`config.mk`:
```
export PLATFORM = sky130hd
export DESIGN_NAME = load_store_unit
export DESIGN_NICKNAME = d
export VERILOG_FILES = /design/src/rtl/load_store_unit_pkg.sv /design/src/rtl/load_store_unit_align.sv /design/src/rtl/load_store_unit.sv
export SDC_FILE = /design/constraint.sdc
export NUM_CORES = 1
export LEC_CHECK = 0
export CELL_PAD_IN_SITES_DETAIL_PLACEMENT = 0
export CELL_PAD_IN_SITES_GLOBAL_PLACEMENT = 1
export CORE_UTILIZATION = 30
export CTS_CLUSTER_SIZE = 10
export DETAILED_ROUTE_END_ITERATION = 10
export PLACE_DENSITY_LB_ADDON = 0.1
export SLEW_MARGIN = 20
export SYNTH_ARGS = -nofsm -noshare
export SYNTH_HDL_FRONTEND = slang
export SYNTH_SLANG_ARGS = --single-unit
```
`constraint.sdc`:
```
create_clock -name clk -period 3.4 [get_ports clk]
set_clock_uncertainty 0.2 [all_clocks]
set_input_delay 0.34 -clock clk [delete_from_list [all_inputs] [get_ports clk]]
set_output_delay 0.34 -clock clk [all_outputs]
set_load 0.1 [all_outputs]
```
`src/rtl/load_store_unit_pkg.sv`:
```
// Shared definitions for the load/store unit: funct3 codes, FSM state encodings
// and the funct3 legality check.
package load_store_unit_pkg;

  localparam logic [2:0] LSU_B  = 3'b000;
  localparam logic [2:0] LSU_H  = 3'b001;
  localparam logic [2:0] LSU_W  = 3'b010;
  localparam logic [2:0] LSU_BU = 3'b100;
  localparam logic [2:0] LSU_HU = 3'b101;

  localparam logic [2:0] LSU_IDLE   = 3'd0;
  localparam logic [2:0] LSU_LOAD   = 3'd1;
  localparam logic [2:0] LSU_RMW_RD = 3'd2;
  localparam logic [2:0] LSU_WRITE  = 3'd3;
  localparam logic [2:0] LSU_RESP   = 3'd4;
  localparam logic [2:0] LSU_ERR    = 3'd5;

  // funct3[1:0] gives the access size
  localparam logic [1:0] SZ_BYTE = 2'b00;
  localparam logic [1:0] SZ_HALF = 2'b01;
  localparam logic [1:0] SZ_WORD = 2'b10;

  function automatic logic bad_funct3(input logic is_store, input logic [2:0] f3);
    return (f3 == 3'b011) || (f3 == 3'b110) || (f3 == 3'b111) || (is_store && f3[2]);
  endfunction

endpackage

```
`src/rtl/load_store_unit_align.sv`:
```
// lsu_align: big-endian lane extraction with sign/zero extension for loads, and
// byte/half lane merge into the read word for SB/SH read-modify-write.
module lsu_align
  import load_store_unit_pkg::*;
(
  input  logic [31:0] word,
  input  logic [1:0]  offset,
  input  logic [2:0]  funct3,
  input  logic [15:0] wdata,
  output logic [31:0] load_ext,
  output logic [31:0] store_merged
);

  function automatic logic [31:0] ext8(input logic [7:0] b, input logic zext);
    return zext ? {24'd0, b} : {{24{b[7]}}, b};
  endfunction

  function automatic logic [31:0] ext16(input logic [15:0] h, input logic zext);
    return zext ? {16'd0, h} : {{16{h[15]}}, h};
  endfunction

  logic [7:0]  byte_lane;
  logic [15:0] half_lane;

  always_comb begin
    case (offset)
      2'd0:    byte_lane = word[31:24];
      2'd1:    byte_lane = word[23:16];
      2'd2:    byte_lane = word[15:8];
      default: byte_lane = word[7:0];
    endcase
    half_lane = offset[1] ? word[15:0] : word[31:16];

    case (funct3[1:0])
      SZ_BYTE: load_ext = ext8(byte_lane, funct3[2]);
      SZ_HALF: load_ext = ext16(half_lane, funct3[2]);
      default: load_ext = word;
    endcase

    // Untouched lanes keep the value just read from memory
    store_merged = word;
    case (funct3[1:0])
      SZ_BYTE: begin
        case (offset)
          2'd0:    store_merged[31:24] = wdata[7:0];
          2'd1:    store_merged[23:16] = wdata[7:0];
          2'd2:    store_merged[15:8]  = wdata[7:0];
          default: store_merged[7:0]   = wdata[7:0];
        endcase
      end
      SZ_HALF: begin
        if (offset[1]) store_merged[15:0]  = wdata;
        else           store_merged[31:16] = wdata;
      end
      default: ;
    endcase
  end

endmodule

```
`src/rtl/load_store_unit.sv`:
```
// RV32I load/store stage in front of a word-addressed big-endian MemoryUnit.
// Define LSU_MISALIGN_TRAP_EN to reject misaligned H/W accesses instead of aligning them down.
module load_store_unit
  import load_store_unit_pkg::*;
#(
  parameter int ADDR_W = 32,
  parameter int DATA_W = 32
) (
  input  logic              clk,
  input  logic              rst_n,
  input  logic              req_valid,
  output logic              req_ready,
  input  logic              req_write,
  input  logic [2:0]        req_funct3,
  input  logic [ADDR_W-1:0] req_addr,
  input  logic [DATA_W-1:0] req_wdata,
  output logic              resp_valid,
  output logic [DATA_W-1:0] resp_rdata,
  output logic              resp_err,
  output logic [ADDR_W-1:0] mem_address,
  output logic [DATA_W-1:0] mem_data_in,
  output logic              mem_write,
  input  logic [DATA_W-1:0] mem_data_out
);

  logic [2:0]        state_q, state_d;
  logic [ADDR_W-1:0] addr_q, eff_addr;
  logic [2:0]        funct3_q;
  logic [15:0]       wdata_q;
  logic [DATA_W-1:0] wword_q, rdata_q;
  logic [DATA_W-1:0] load_ext, store_merged;
  logic              req_bad, accept;

  assign accept = req_valid && req_ready;

  always_comb begin
    eff_addr = req_addr;
`ifdef LSU_MISALIGN_TRAP_EN
    req_bad = bad_funct3(req_write, req_funct3) ||
              ((req_funct3[1:0] == SZ_HALF) && req_addr[0]) ||
              ((req_funct3[1:0] == SZ_WORD) && (req_addr[1:0] != 2'b00));
`else
    req_bad = bad_funct3(req_write, req_funct3);
    if (req_funct3[1:0] == SZ_HALF) eff_addr[0]   = 1'b0;
    if (req_funct3[1:0] == SZ_WORD) eff_addr[1:0] = 2'b00;
`endif
  end

  always_comb begin
    state_d = state_q;
    case (state_q)
      LSU_IDLE: begin
        if (accept) begin
          if (req_bad)                          state_d = LSU_ERR;
          else if (!req_write)                  state_d = LSU_LOAD;
          else if (req_funct3[1:0] == SZ_WORD)  state_d = LSU_WRITE;
          else                                  state_d = LSU_RMW_RD;
        end
      end
      LSU_LOAD:   state_d = LSU_RESP;
      LSU_RMW_RD: state_d = LSU_WRITE;
      LSU_WRITE:  state_d = LSU_RESP;
      default:    state_d = LSU_IDLE;
    endcase
  end

  always_ff @(posedge clk) begin
    if (!rst_n) begin
      state_q  <= LSU_IDLE;
      addr_q   <= '0;
      funct3_q <= '0;
      wdata_q  <= '0;
      wword_q  <= '0;
      rdata_q  <= '0;
    end else begin
      state_q <= state_d;
      if (accept) begin
        addr_q   <= eff_addr;
        funct3_q <= req_funct3;
        wdata_q  <= req_wdata[15:0];
        // SW needs no read, so its write word is ready at accept
        if (req_write && !req_bad && (req_funct3[1:0] == SZ_WORD)) wword_q <= req_wdata;
      end
      if (state_q == LSU_LOAD)   rdata_q <= load_ext;
      if (state_q == LSU_RMW_RD) wword_q <= store_merged;
    end
  end

  lsu_align u_align (
    .word         (mem_data_out),
    .offset       (addr_q[1:0]),
    .funct3       (funct3_q),
    .wdata        (wdata_q),
    .load_ext     (load_ext),
    .store_merged (store_merged)
  );

  // Outputs gated by rst_n so a reset cycle never leaks a response or a write
  assign req_ready   = (state_q == LSU_IDLE) && rst_n;
  assign resp_valid  = ((state_q == LSU_RESP) || (state_q == LSU_ERR)) && rst_n;
  assign resp_err    = (state_q == LSU_ERR) && rst_n;
  assign mem_write   = (state_q == LSU_WRITE) && rst_n;
  assign mem_address = (state_q == LSU_IDLE) ? {req_addr[ADDR_W-1:2], 2'b00}
                                             : {addr_q[ADDR_W-1:2], 2'b00};
  assign mem_data_in = wword_q;
  assign resp_rdata  = rdata_q;

endmodule

```
# Word level (Yosys, flattened, before mapping)
# Cells that the tools add are included.
[word_totals]
ram_bits = 0
rom_bits = 0
register_bits = 118
mem_count = 0
latch_bits = 0
[op_classes]
order_cmp = 0
shifts = 0
reduce_logical = 21
add_sub_neg = 0
n_mux = 23
bitwise = 0
mul = 0
n_div = 0
n_eq_ne = 14
[ops]
columns = ["operator", "n"]
rows = [
  ["$mux W32", 6],
  ["$pmux W32 S2", 2],
  ["$mux W16", 3],
  ["$mux W8", 4],
  ["$pmux W8 S3", 1],
  ["$eq A3 B3 Y1 const B", 4],
  ["$eq A3 B2 Y1 const B", 3],
  ["$pmux W3 S3", 1],
  ["$logic_and A1 B1 Y1", 8],
  ["$eq A2 B1 Y1 const B", 3],
  ["$mux W3", 2],
  ["$eq A2 B2 Y1 const B", 2],
  ["$logic_not A2 Y1", 2],
  ["$logic_or A1 B1 Y1", 4],
  ["$mux W2", 2],
  ["$reduce_bool A2 Y1", 2],
  ["$eq A3 B1 Y1 const B", 1],
  ["$logic_not A3 Y1", 1],
  ["$reduce_or A3 Y1", 1],
  ["$mux W1", 2],
  ["$ne A2 B2 Y1 const B", 1],
  ["$reduce_and A2 Y1", 1],
  ["$reduce_or A2 Y1", 1],
  ["$logic_not A1 Y1", 1],
]

# Depth between registers and ports, before layout
# Gate-level depths: netlist of run 1.
[logic_depth]
ltp_word = 10
ltp_mapped = 8
depth_no_buf = 4

# By module
# A second synthesis of run 1 with hierarchy kept.
[unflattened]
cells_unflattened = 808
area_unflattened_um2 = 6815.3
[by_module_without_submodules]
columns = ["module", "cells_per_inst", "area_each_um2", "instances", "seq_area_each_um2"]
rows = [
  ["load_store_unit", 589, 5191.2, 1, 2362.3],
  ["lsu_align", 219, 1624.1, 1, 0.0],
]

# Worst setup path before layout of run 1
# Ideal clock, no wire load.
[synth_path]
path_kind = "register -> output"
startpoint = "register state_q[1]"
endpoint = "output resp_err"
arrival_ps = 3663
n_path_buf = 1
path_slack_ps = -803
stages_incl_launch_ff = 4
cell_sequence = "dfxtp_1 buf_2 nor3b_1 and2_1"
[synth_via]
elab_chain_len = 2
[synth_lines]
columns = ["element", "line", "rtl"]
rows = [
  ["start, declared", "load_store_unit.sv:26", "logic [2:0] state_q, state_d;"],
  ["start signal, assigned", "load_store_unit.sv:76", "state_q <= state_d;"],
  ["$eq A3 B3 Y1", "load_store_unit.sv:101", "assign resp_err = (state_q == LSU_ERR) && rst_n;"],
  ["$logic_and A1 B1 Y1", "load_store_unit.sv:101", ""],
  ["end, declared", "load_store_unit.sv:19", "output logic resp_err,"],
]
# Every way passes these cells.

# Final worst setup path of run 1
[layout_path]
startpoint = "register state_q[2]"
endpoint = "output mem_address[2]"
[layout_via]
elab_chain_len = 2
[layout_lines]
columns = ["element", "line", "rtl"]
rows = [
  ["$logic_not A3 Y1", "load_store_unit.sv:103", "assign mem_address = (state_q == LSU_IDLE) ? {req_addr[ADDR_W-1:2], 2'b00}"],
  ["$mux W32", "load_store_unit.sv:103", ""],
  ["end, declared", "load_store_unit.sv:20", "output logic [ADDR_W-1:0] mem_address,"],
]
# Every way passes these cells.

==> out/results.txt, run 1 <==
share of the synthesized area in the top cell type - 40.1%
nature of the critical path endpoint - output pin
number of antenna violations at the first check in global routing - 0
GRT overflow - 0
worst hold-check slack - 0.256 ns
std cell rows - 50
class of the tightest hold or removal check - reg2reg
DRT iter0 DRCs - 375
worst relative slew slack - 32.8%
synthesized netlist cell count - 725
depth of the worst register-to-register path - 5
met3 wirelength from detailed routing - 1660 um
critical-path maximum fanout - 31
TritonCTS clock tree - built
placer congestion estimate - 0.876
upper clock frequency limit - 0.381 GHz
average footprint of a synthesized cell - 8.12 um2
start of the worst register-to-register path - funct3_q[1]
detailed-routing wirelength on met1 - 9240 um
die height - 142 um
Final ANT Viol Nets - 0
largest vdd supply drop - 0.000365 V
metal2 WL - 10200 um
library cells used by synthesis - 53
status - complete, no violations
Top cell by count, worst path - sky130_fd_sc_hd__buf_4
minimum setup slack in the final design - 0.776 ns
pre-CTS setup slack - 0.509 ns
post-CTS setup buffer count - 0
overall track demand over capacity in global routing - 21.3%
number of diodes added for antenna fixing - 0
final routed DRC violation total - 0
cells along the critical path - nor3_2 -> buf_4 -> mux2_2 -> buf_4
Worst Hold Launch - addr_q[24]
highest-delay cell along the critical path - sky130_fd_sc_hd__dfxtp_1
type of the worst setup path - reg2out
endpoint of the worst-slack reg-to-reg timing path - mem_data_in[27]
category of the worst setup path launch point - register
hold endpoint - addr_q[24]
maximum buffer depth of the clock tree - 2
setup violators final - 0
fraction of layout cells with a size suffix above 1 - 15.7%
vias after detailed routing - 6186
starting utilization of the core area - 31.1%
count of cells along the worst hold path - 2
#FFs+latches synth - 118
clock buffer count from CTS - 17
placed wire-length estimate after detailed placement - 15600 um
Horiz. Die Dim - 142 um
clock-pin slew of the registers on the worst-case setup and hold paths - 0.06 ns
Routed wire per std cell - 18.3 um
DR vias/cell - 5.29
largest area contributor in the netlist - sky130_fd_sc_hd__dfxtp_1
final total negative setup slack - 0 ns
number of flops mapped to enable cells by yosys - 0
number of primary I/O pins - 203
Resize count post-CTS - 0
arrival time at the worst endpoint - 2.08 ns
top cells by area in the synthesized netlist - sky130_fd_sc_hd__dfxtp_1, sky130_fd_sc_hd__nand2_1, sky130_fd_sc_hd__o21ai_0
Worst Tran Pin Value - 1.00 ns
die area - 0.0202 mm2
RSZ-0062 raised after global routing - false
largest net degree at the start of global routing - 88
uppermost layer routed - met4
Buffers on Ports - 200
pins over their slew limit - 0
core area - 0.0190 mm2
Reg2Reg Setup Slack - 0.88 ns
WL final - 21400 um
router iterations before antenna repair - 6
critical path data required time - 2.86 ns
hold-fix buffer count after cts - 0
final hold viol count - 0
most frequently used flop master after synthesis - sky130_fd_sc_hd__dfxtp_1
first-pass GRT wire length - 32900 um
growth of design area from synthesis to finish - 46.9%
final critical-path required period - 2.62 ns
via count of the first global-routing pass - 5995
latest clock arrival within the worst-skew pair - 0.41 ns
standby leakage power - 3.23 nW
part of the Yosys area used for sequential elements - 40.1%
non-filler instance count after layout - 1169
yosys synthesis warning count - 0
post-synthesis cell area - 0.00589 mm2
Post-Place Cells - 1137
share of async-settable or async-resettable flops after synthesis - 0%
final cycle utilization of the critical path - 77.2%
filler instances - 1854
count of nets after finishing - 999
clock root buffer - sky130_fd_sc_hd__clkbuf_16
maximum capacitance violations - 0
largest stage delay on the critical path - 0.41 ns
power density cells - 593 mW/mm2
clock sink count - 118
depth of the CTS H-tree - 4
-- cells in the mapped netlist (3+ instances only) --
cell and n:
sky130_fd_sc_hd__o21ai_0 86, sky130_fd_sc_hd__a211oi_1 17, sky130_fd_sc_hd__mux2_2 36, sky130_fd_sc_hd__o221ai_1 8, sky130_fd_sc_hd__a311oi_1 13, sky130_fd_sc_hd__a222oi_1 4
sky130_fd_sc_hd__nor2_1 20, sky130_fd_sc_hd__o221a_2 3, sky130_fd_sc_hd__buf_4 3, sky130_fd_sc_hd__o22ai_1 14, sky130_fd_sc_hd__nand2b_1 5, sky130_fd_sc_hd__clkbuf_1 48
sky130_fd_sc_hd__a21o_1 5, sky130_fd_sc_hd__nand2_1 149, sky130_fd_sc_hd__and3_1 13, sky130_fd_sc_hd__inv_1 11, sky130_fd_sc_hd__dfxtp_1 118, sky130_fd_sc_hd__a22oi_1 10
sky130_fd_sc_hd__buf_1 4, sky130_fd_sc_hd__nor2b_1 3, sky130_fd_sc_hd__mux2i_1 7, sky130_fd_sc_hd__buf_2 5, sky130_fd_sc_hd__o31ai_1 7, sky130_fd_sc_hd__nor3_1 15
sky130_fd_sc_hd__a22o_1 10, sky130_fd_sc_hd__o32ai_1 6, sky130_fd_sc_hd__a31oi_1 6, sky130_fd_sc_hd__a21oi_1 47, sky130_fd_sc_hd__nor3b_1 5, sky130_fd_sc_hd__nand3_1 7
sky130_fd_sc_hd__nor4_1 8, sky130_fd_sc_hd__buf_6 6
-- per-stage QoR --
step	area (um2)	total power, mW	utilization (%)
2_1_floorplan	5900	2.73	-
5_1_grt	8650	5.32	45.6
3_3_place_gp	8000	3.17	42.2
4_1_cts	8650	5.17	45.6
3_5_place_dp	8000	3.19	42.2
6_report	8650	5.13	45.6
-- placed cells by master (no fill, tap or decap), types with 3 or more instances in the layout --
| master | n |
|---|---|
| sky130_fd_sc_hd__a22o_1 | 10 |
| sky130_fd_sc_hd__clkinvlp_4 | 4 |
| sky130_fd_sc_hd__o22ai_1 | 14 |
| sky130_fd_sc_hd__o31ai_1 | 7 |
| sky130_fd_sc_hd__buf_12 | 4 |
| sky130_fd_sc_hd__a311oi_1 | 13 |
| sky130_fd_sc_hd__nand2b_1 | 5 |
| sky130_fd_sc_hd__dfxtp_1 | 118 |
| sky130_fd_sc_hd__mux2i_1 | 7 |
| sky130_fd_sc_hd__o221a_2 | 3 |
| sky130_fd_sc_hd__a22oi_1 | 10 |
| sky130_fd_sc_hd__and3_1 | 13 |
| sky130_fd_sc_hd__nor2_1 | 19 |
| sky130_fd_sc_hd__clkbuf_16 | 17 |
| sky130_fd_sc_hd__a31oi_1 | 6 |
| sky130_fd_sc_hd__a21oi_1 | 47 |
| sky130_fd_sc_hd__a222oi_1 | 4 |
| sky130_fd_sc_hd__nor3_1 | 14 |
| sky130_fd_sc_hd__nor3b_2 | 3 |
| sky130_fd_sc_hd__buf_4 | 54 |
| sky130_fd_sc_hd__o21ai_0 | 86 |
| sky130_fd_sc_hd__nor4_1 | 8 |
| sky130_fd_sc_hd__nand3_1 | 7 |
| sky130_fd_sc_hd__nand2_1 | 149 |
| sky130_fd_sc_hd__a211oi_1 | 17 |
| sky130_fd_sc_hd__a21o_1 | 5 |
| sky130_fd_sc_hd__clkinv_2 | 3 |
| sky130_fd_sc_hd__o221ai_1 | 8 |
| sky130_fd_sc_hd__bufinv_16 | 5 |
| sky130_fd_sc_hd__clkdlybuf4s50_1 | 158 |
| sky130_fd_sc_hd__nor3b_1 | 3 |
| sky130_fd_sc_hd__inv_1 | 11 |
| sky130_fd_sc_hd__nor2b_1 | 3 |
| sky130_fd_sc_hd__mux2_2 | 36 |
| sky130_fd_sc_hd__o32ai_1 | 6 |
-- report_power, final --
group          internal [mW]  total, mW  switching, mW
combinational          0.451       1.58           1.13
sequential              1.49       1.58         0.0881
clock                   1.31       1.97          0.652
-- logic make-up after synthesis --
group / Yosys count / share of synthesized area (%)
compound gates: 243 / 26.3
other cells: 1 / 0.0637
mux: 45 / 8.84
buf+inv: 78 / 6.04
simple gates: 240 / 18.6
flops: 118 / 40.1
-- how the worst max path moves through the flow --
stage                  start         endpoint  slack, ns  cells past startpoint
2_1_floorplan          rst_n        mem_write       0.16                      3
3_5_place_dp   req_funct3[0]  mem_data_in[27]       0.51                      6
3_3_place_gp   req_funct3[0]  mem_data_in[24]       0.66                      6
5_1_grt           state_q[2]  mem_address[25]       0.66                      4
6_report          state_q[2]   mem_address[2]       0.78                      4
4_1_cts           state_q[2]  mem_address[28]       0.74                      4
-- sequential cells by signal, summed over array words and instances, names as in the netlist --
| register | cells |
|---|---|
| wdata_q | 16 |
| mem_data_in | 32 |
| funct3_q | 3 |
| state_q | 3 |
| resp_rdata | 32 |
| addr_q | 32 |
-- worst max-delay path: cells and delay by family, from the launching register on --
kind	cells	cell delay (ns)
buffers and inverters	2	0.62
and+or+nand+nor	1	0.22
DFF	1	0.41
muxes	1	0.39
-- layout make-up --
class,count,area [um2],area share (%)
Sequential cell,118,2360,27.3
Clock buffer,19,443,5.12
Clock inverter,13,204,2.36
Timing Repair Buffer,217,2070,24.0
Tap cell,260,325,3.76
Multi-Input combinational cell,530,3200,37.0
Inverter,12,45.0,0.521
-- routing by layer --
layer	global-route usage, %	vias to the layer above
li1	-	2984
met1	26.2	2917
met2	35.7	259
met3	5.99	26
met4	7.02	0
met5	0	-
Note: power is estimated with default switching activity, not from simulation.
==> run 2: changes to the inputs <==
==> constraint.sdc (replaced) <==
create_clock -name clk -period 2.4 [get_ports clk]
set_clock_uncertainty 0.2 [all_clocks]
set_input_delay 0.24 -clock clk [delete_from_list [all_inputs] [get_ports clk]]
set_output_delay 0.24 -clock clk [all_outputs]
set_load 0.1 [all_outputs]
==> out/results.txt, run 2 (synthesized netlist as in run 1, its figures left out) <==
status - complete, no violations
largest vdd supply drop - 0.000533 V
Reg2Reg Setup Slack - 0.26 ns
via count of the first global-routing pass - 6083
number of primary I/O pins - 203
critical-path maximum fanout - 7
hold endpoint - addr_q[29]
setup violators final - 0
hold-fix buffer count after cts - 0
standby leakage power - 3.63 nW
type of the worst setup path - reg2out
overall track demand over capacity in global routing - 22.0%
commonest cells after routing, fill and taps aside - sky130_fd_sc_hd__nand2_1, sky130_fd_sc_hd__dfxtp_1, sky130_fd_sc_hd__clkdlybuf4s50_1
endpoint of the worst-slack reg-to-reg timing path - resp_rdata[18]
DRT iter0 DRCs - 388
largest stage delay on the critical path - 0.36 ns
DR vias/cell - 5.24
Top cell by count, worst path - sky130_fd_sc_hd__buf_6
number of antenna violations at the first check in global routing - 0
Buffers on Ports - 200
GRT overflow - 0
count of cells along the worst hold path - 4
arrival time at the worst endpoint - 1.91 ns
category of the worst setup path launch point - register
final hold viol count - 0
power density cells - 818 mW/mm2
core area - 0.0190 mm2
growth of design area from synthesis to finish - 55.6%
cell area after layout - 0.00916 mm2
highest-delay cell along the critical path - sky130_fd_sc_hd__mux2_2
Worst Tran Pin Value - 0.704 ns
final cycle utilization of the critical path - 97.9%
worst relative slew slack - 52.7%
die height - 142 um
Final ANT Viol Nets - 0
Routed wire per std cell - 18.7 um
upper clock frequency limit - 0.426 GHz
maximum capacitance violations - 0
Horiz. Die Dim - 142 um
nature of the critical path endpoint - output pin
power consumption - 7.49 mW
latest clock arrival within the worst-skew pair - 0.42 ns
router iterations before antenna repair - 6
TritonCTS clock tree - built
vias after detailed routing - 6247
Worst Hold Launch - rst_n
Post-Place Cells - 1157
cell family with the largest share of critical-path delay - buffers and inverters
clock buffer count from CTS - 17
start of the worst register-to-register path - addr_q[1]
detailed-routing wirelength on met1 - 9730 um
WL final - 22300 um
critical path data required time - 1.96 ns
uppermost layer routed - met4
count of nets after finishing - 1023
depth of the worst register-to-register path - 4
cells along the critical path - buf_6 -> nor3_4 -> buf_6 -> clkbuf_16 -> mux2_2 -> buf_12
number of diodes added for antenna fixing - 0
final routed DRC violation total - 0
most common cell after layout, fill and taps aside - sky130_fd_sc_hd__nand2_1
class of the tightest hold or removal check - in2reg
clock root buffer - sky130_fd_sc_hd__clkbuf_16
placed wire-length estimate after detailed placement - 16300 um
first-pass GRT wire length - 33800 um
count of buffering cells on the critical path with inverters included - 4
clock sink count - 118
fraction of layout cells with a size suffix above 1 - 24.1%
std cell rows - 50
die area - 0.0202 mm2
clock-pin slew of the registers on the worst-case setup and hold paths - 0.06 ns
starting utilization of the core area - 31.1%
Critical Path Stages - 6
final critical-path required period - 2.35 ns
largest net degree at the start of global routing - 88
metal2 WL - 10600 um
placer congestion estimate - 0.881
depth of the CTS H-tree - 4
maximum buffer depth of the clock tree - 2
non-filler instance count after layout - 1193
pins over their slew limit - 0
total placed instance area - 0.00845 mm2
met3 wirelength from detailed routing - 1460 um
==> run 2: cell types whose count changed in the layout (fill, tap and decap cells not counted), sizes merged <==
cell | previous run | this run
clkdlybuf4s50 | 158 | 101
buf | 59 | 139
bufinv | 5 | 4
clkinvlp | 4 | 0
clkbuf | 19 | 24
clkinv | 5 | 6
==> run 2: worst max path at each step <==
stage                from         endpoint  slack (ns)
2_1_floorplan  state_q[1]         resp_err       -0.63
3_3_place_gp    req_write  mem_data_in[20]       -0.04
3_5_place_dp    req_write  mem_data_in[29]       -0.08
4_1_cts        state_q[0]  mem_address[27]        0.02
5_1_grt        state_q[2]  mem_address[12]     -0.0004
6_report       state_q[2]  mem_address[18]        0.05
==> run 2: where the power goes <==
group          leakage, nW  internal (mW)  switching (mW)  total (mW)
combinational         2.36          0.875            1.68        2.56
clock                0.305           1.79           0.917        2.70
sequential           0.966           2.11           0.116        2.23
==> run 2: stage by stage <==
| step | hold slack (ns) | TNS, ns | setup WS, ns | utilization, % |
|---|---|---|---|---|
| floorplan | 0.148 | -0.632 | -0.632 | - |
| global placement | 0.244 | -0.427 | -0.0447 | 44.6 |
| detailed placement | 0.250 | -1.04 | -0.0826 | 44.6 |
| CTS | 0.177 | 0 | 0.0217 | 48.1 |
| global route | 0.196 | -0.000441 | -0.000441 | 48.3 |
| finish | 0.180 | 0 | 0.0503 | 48.3 |
==> run 2: final cells by class <==
class                      instances  area [um2]
clock buffer                      23         468
clock inverter                     9         149
fill                            1816        9800
inverter                          12        45.0
multi-input combinational        530        3210
sequential                       118        2360
tap                              260         325
timing repair buffer             241        2590
==> run 2: worst min-delay path, delay by kind of cell <==
family | cells | cell delay (ns)
buf+inv | 2 | 0.34
simple gates | 1 | 0.10
compound gates | 1 | 0.06
==> run 2: per-layer routing <==
| layer | GRT usage, % | up-vias |
|---|---|---|
| met3 | 5.85 | 32 |
| met4 | 8.15 | 0 |
| li1 | - | 3026 |
| met5 | 0 | - |
| met2 | 35.9 | 226 |
| met1 | 27.7 | 2963 |
==> run 2: timing repair <==
action / 4_1_cts / 5_1_grt
setup buffers: 2 / 0
pin swaps: 1 / 0
hold endpoints to repair: 0 / 0
cloned: 1 / 1
endpoints found under the setup margin: 30 / 26
resized for setup: 3 / 6
==> run 3: changes to the inputs <==
--- a/config.mk
+++ b/config.mk
@@ -10,7 +10,7 @@
 export CORE_UTILIZATION = 30
 export CTS_CLUSTER_SIZE = 10
 export DETAILED_ROUTE_END_ITERATION = 10
-export PLACE_DENSITY_LB_ADDON = 0.1
+export PLACE_DENSITY_LB_ADDON = 0.25
 export SLEW_MARGIN = 20
 export SYNTH_ARGS = -nofsm -noshare
 export SYNTH_HDL_FRONTEND = slang
==> constraint.sdc (replaced) <==
create_clock -name clk -period 2.77 [get_ports clk]
set_clock_uncertainty 0.2 [all_clocks]
set_input_delay 0.277 -clock clk [delete_from_list [all_inputs] [get_ports clk]]
set_output_delay 0.277 -clock clk [all_outputs]
set_load 0.1 [all_outputs]
==> out/results.txt, run 3 (synthesized netlist as in run 1, its figures left out) <==
router iterations before antenna repair - 7
number of antenna violations at the first check in global routing - 0
internal power - 3.79 mW
Resize count post-CTS - 0
share of total power consumed by net switching - 38.2%
cells along the critical path - nor3_2 -> buf_4 -> mux2_2 -> buf_4
number of diodes added for antenna fixing - 0
final hold viol count - 0
growth of design area from synthesis to finish - 45.6%
Worst Tran Pin Value - 0.904 ns
upper clock frequency limit - 0.390 GHz
first-pass GRT wire length - 33300 um
maximum capacitance violations - 0
overall track demand over capacity in global routing - 21.6%
count of nets after finishing - 1013
endpoint of the worst-slack reg-to-reg timing path - mem_data_in[20]
fraction of power consumed by the clock network - 36.8%
Top cell by count, worst path - sky130_fd_sc_hd__buf_4
clock sink count - 118
Final ANT Viol Nets - 0
count of cells along the worst hold path - 4
placer congestion estimate - 0.790
depth of the CTS H-tree - 4
count of buffering cells on the critical path with inverters included - 2
net switching component of the power - 2.34 mW
Buffers on Ports - 200
std cell rows - 50
core area - 0.0190 mm2
die height - 142 um
cell family with the largest share of critical-path delay - buffers and inverters
largest stage delay on the critical path - 0.41 ns
arrival time at the worst endpoint - 2.09 ns
standby leakage power - 3.39 nW
vias after detailed routing - 6056
highest-delay cell along the critical path - sky130_fd_sc_hd__dfxtp_1
number of primary I/O pins - 203
final critical-path required period - 2.56 ns
hold-fix buffer count after cts - 0
hold endpoint - addr_q[1]
worst relative slew slack - 39.7%
clock-pin slew of the registers on the worst-case setup and hold paths - 0.06 ns
Worst Hold Launch - rst_n
setup violators final - 0
class of the tightest hold or removal check - in2reg
Horiz. Die Dim - 142 um
Flop pwr share - 31.4%
starting utilization of the core area - 31.1%
worst hold-check slack - 0.148 ns
most common cell after layout, fill and taps aside - sky130_fd_sc_hd__nand2_1
start of the worst register-to-register path - state_q[2]
power density cells - 716 mW/mm2
pins over their slew limit - 0
RSZ-0062 raised after global routing - false
category of the worst setup path launch point - register
depth of the worst register-to-register path - 3
via count of the first global-routing pass - 5874
critical-path maximum fanout - 31
GRT overflow - 0
latest clock arrival within the worst-skew pair - 0.42 ns
largest net degree at the start of global routing - 87
final routed DRC violation total - 0
fraction of layout cells with a size suffix above 1 - 23.4%
WL final - 21500 um
filler instances - 1882
largest vdd supply drop - 0.000421 V
TritonCTS clock tree - built
clock buffer count from CTS - 17
maximum buffer depth of the clock tree - 2
DRT iter0 DRCs - 401
type of the worst setup path - reg2out
fraction of power consumed by combinational cells - 31.8%
commonest cells after routing, fill and taps aside - sky130_fd_sc_hd__nand2_1, sky130_fd_sc_hd__buf_4, sky130_fd_sc_hd__dfxtp_1
critical path data required time - 2.29 ns
status - complete, no violations
nature of the critical path endpoint - output pin
Reg2Reg Setup Slack - 0.47 ns
power consumption - 6.13 mW
post-CTS setup buffer count - 0
DR vias/cell - 5.12
die area - 0.0202 mm2
placed wire-length estimate after detailed placement - 15200 um
clock root buffer - sky130_fd_sc_hd__clkbuf_16
final cycle utilization of the critical path - 92.6%
Routed wire per std cell - 18.2 um
## run 3: cell count changes in the layout (fill, tap and decap cells not counted), moves of 4 or more
cell	delta
sky130_fd_sc_hd__buf_4	+29
sky130_fd_sc_hd__buf_12	-35
sky130_fd_sc_hd__clkbuf_1	-4
sky130_fd_sc_hd__clkinvlp_4	+4
## run 3: power groups by stage
stage	Clock (mW)	Sequential [mW]	Combinational (mW)
floorplan	0	2.35	0.993
global placement	0	1.96	1.95
detailed placement	0	1.96	1.95
CTS	2.29	1.93	1.95
global route	2.37	1.94	2.04
finish	2.26	1.93	1.95
## run 3: final cells by class
type | instances | area (um2) | area share, %
multi-input combinational | 530 | 3200 | 37.3
clock inverter | 11 | 123 | 1.43
sequential | 118 | 2360 | 27.6
inverter | 12 | 45.0 | 0.526
timing repair buffer | 231 | 2030 | 23.7
clock buffer | 21 | 480 | 5.61
tap | 260 | 325 | 3.80
## run 3: metrics by stage
step / worst slack (ns) / instance area (um2) / TNS, ns / std cells / utilization, %
finish: 0.206 / 8570 / 0 / 1183 / 45.2
global route: 0.0807 / 8570 / 0 / 1183 / 45.2
CTS: 0.178 / 8570 / 0 / 1183 / 45.2
detailed placement: 0.246 / 7970 / 0 / 1151 / 42.0
global placement: 0.255 / 7970 / 0 / 1151 / 42.0
floorplan: -0.299 / 5900 / -0.299 / 726 / -
## run 3: worst reg2reg max path, stage by stage (launching register included)
cell and delay, ns:
sky130_fd_sc_hd__dfxtp_1 0.41, sky130_fd_sc_hd__or3b_1 0.58, sky130_fd_sc_hd__or3_4 0.64, sky130_fd_sc_hd__o221a_2 0.35
## run 3: worst max path at each step
stage,end,startpoint,cells past startpoint,slack (ns)
6_report,mem_address[10],state_q[2],4,0.21
3_5_place_dp,mem_data_in[23],req_write,4,0.25
2_1_floorplan,resp_err,state_q[1],3,-0.30
5_1_grt,mem_address[21],state_q[2],4,0.08
4_1_cts,mem_address[22],state_q[2],4,0.18
3_3_place_gp,mem_data_in[23],req_write,4,0.26
## run 3: metal layers
| layer | wire (um) | track usage (%) |
|---|---|---|
| met2 | 9560 | 33.0 |
| met4 | 350 | 6.68 |
| met1 | 10200 | 29.1 |
| met3 | 1450 | 6.26 |
| met5 | 0 | 0 |
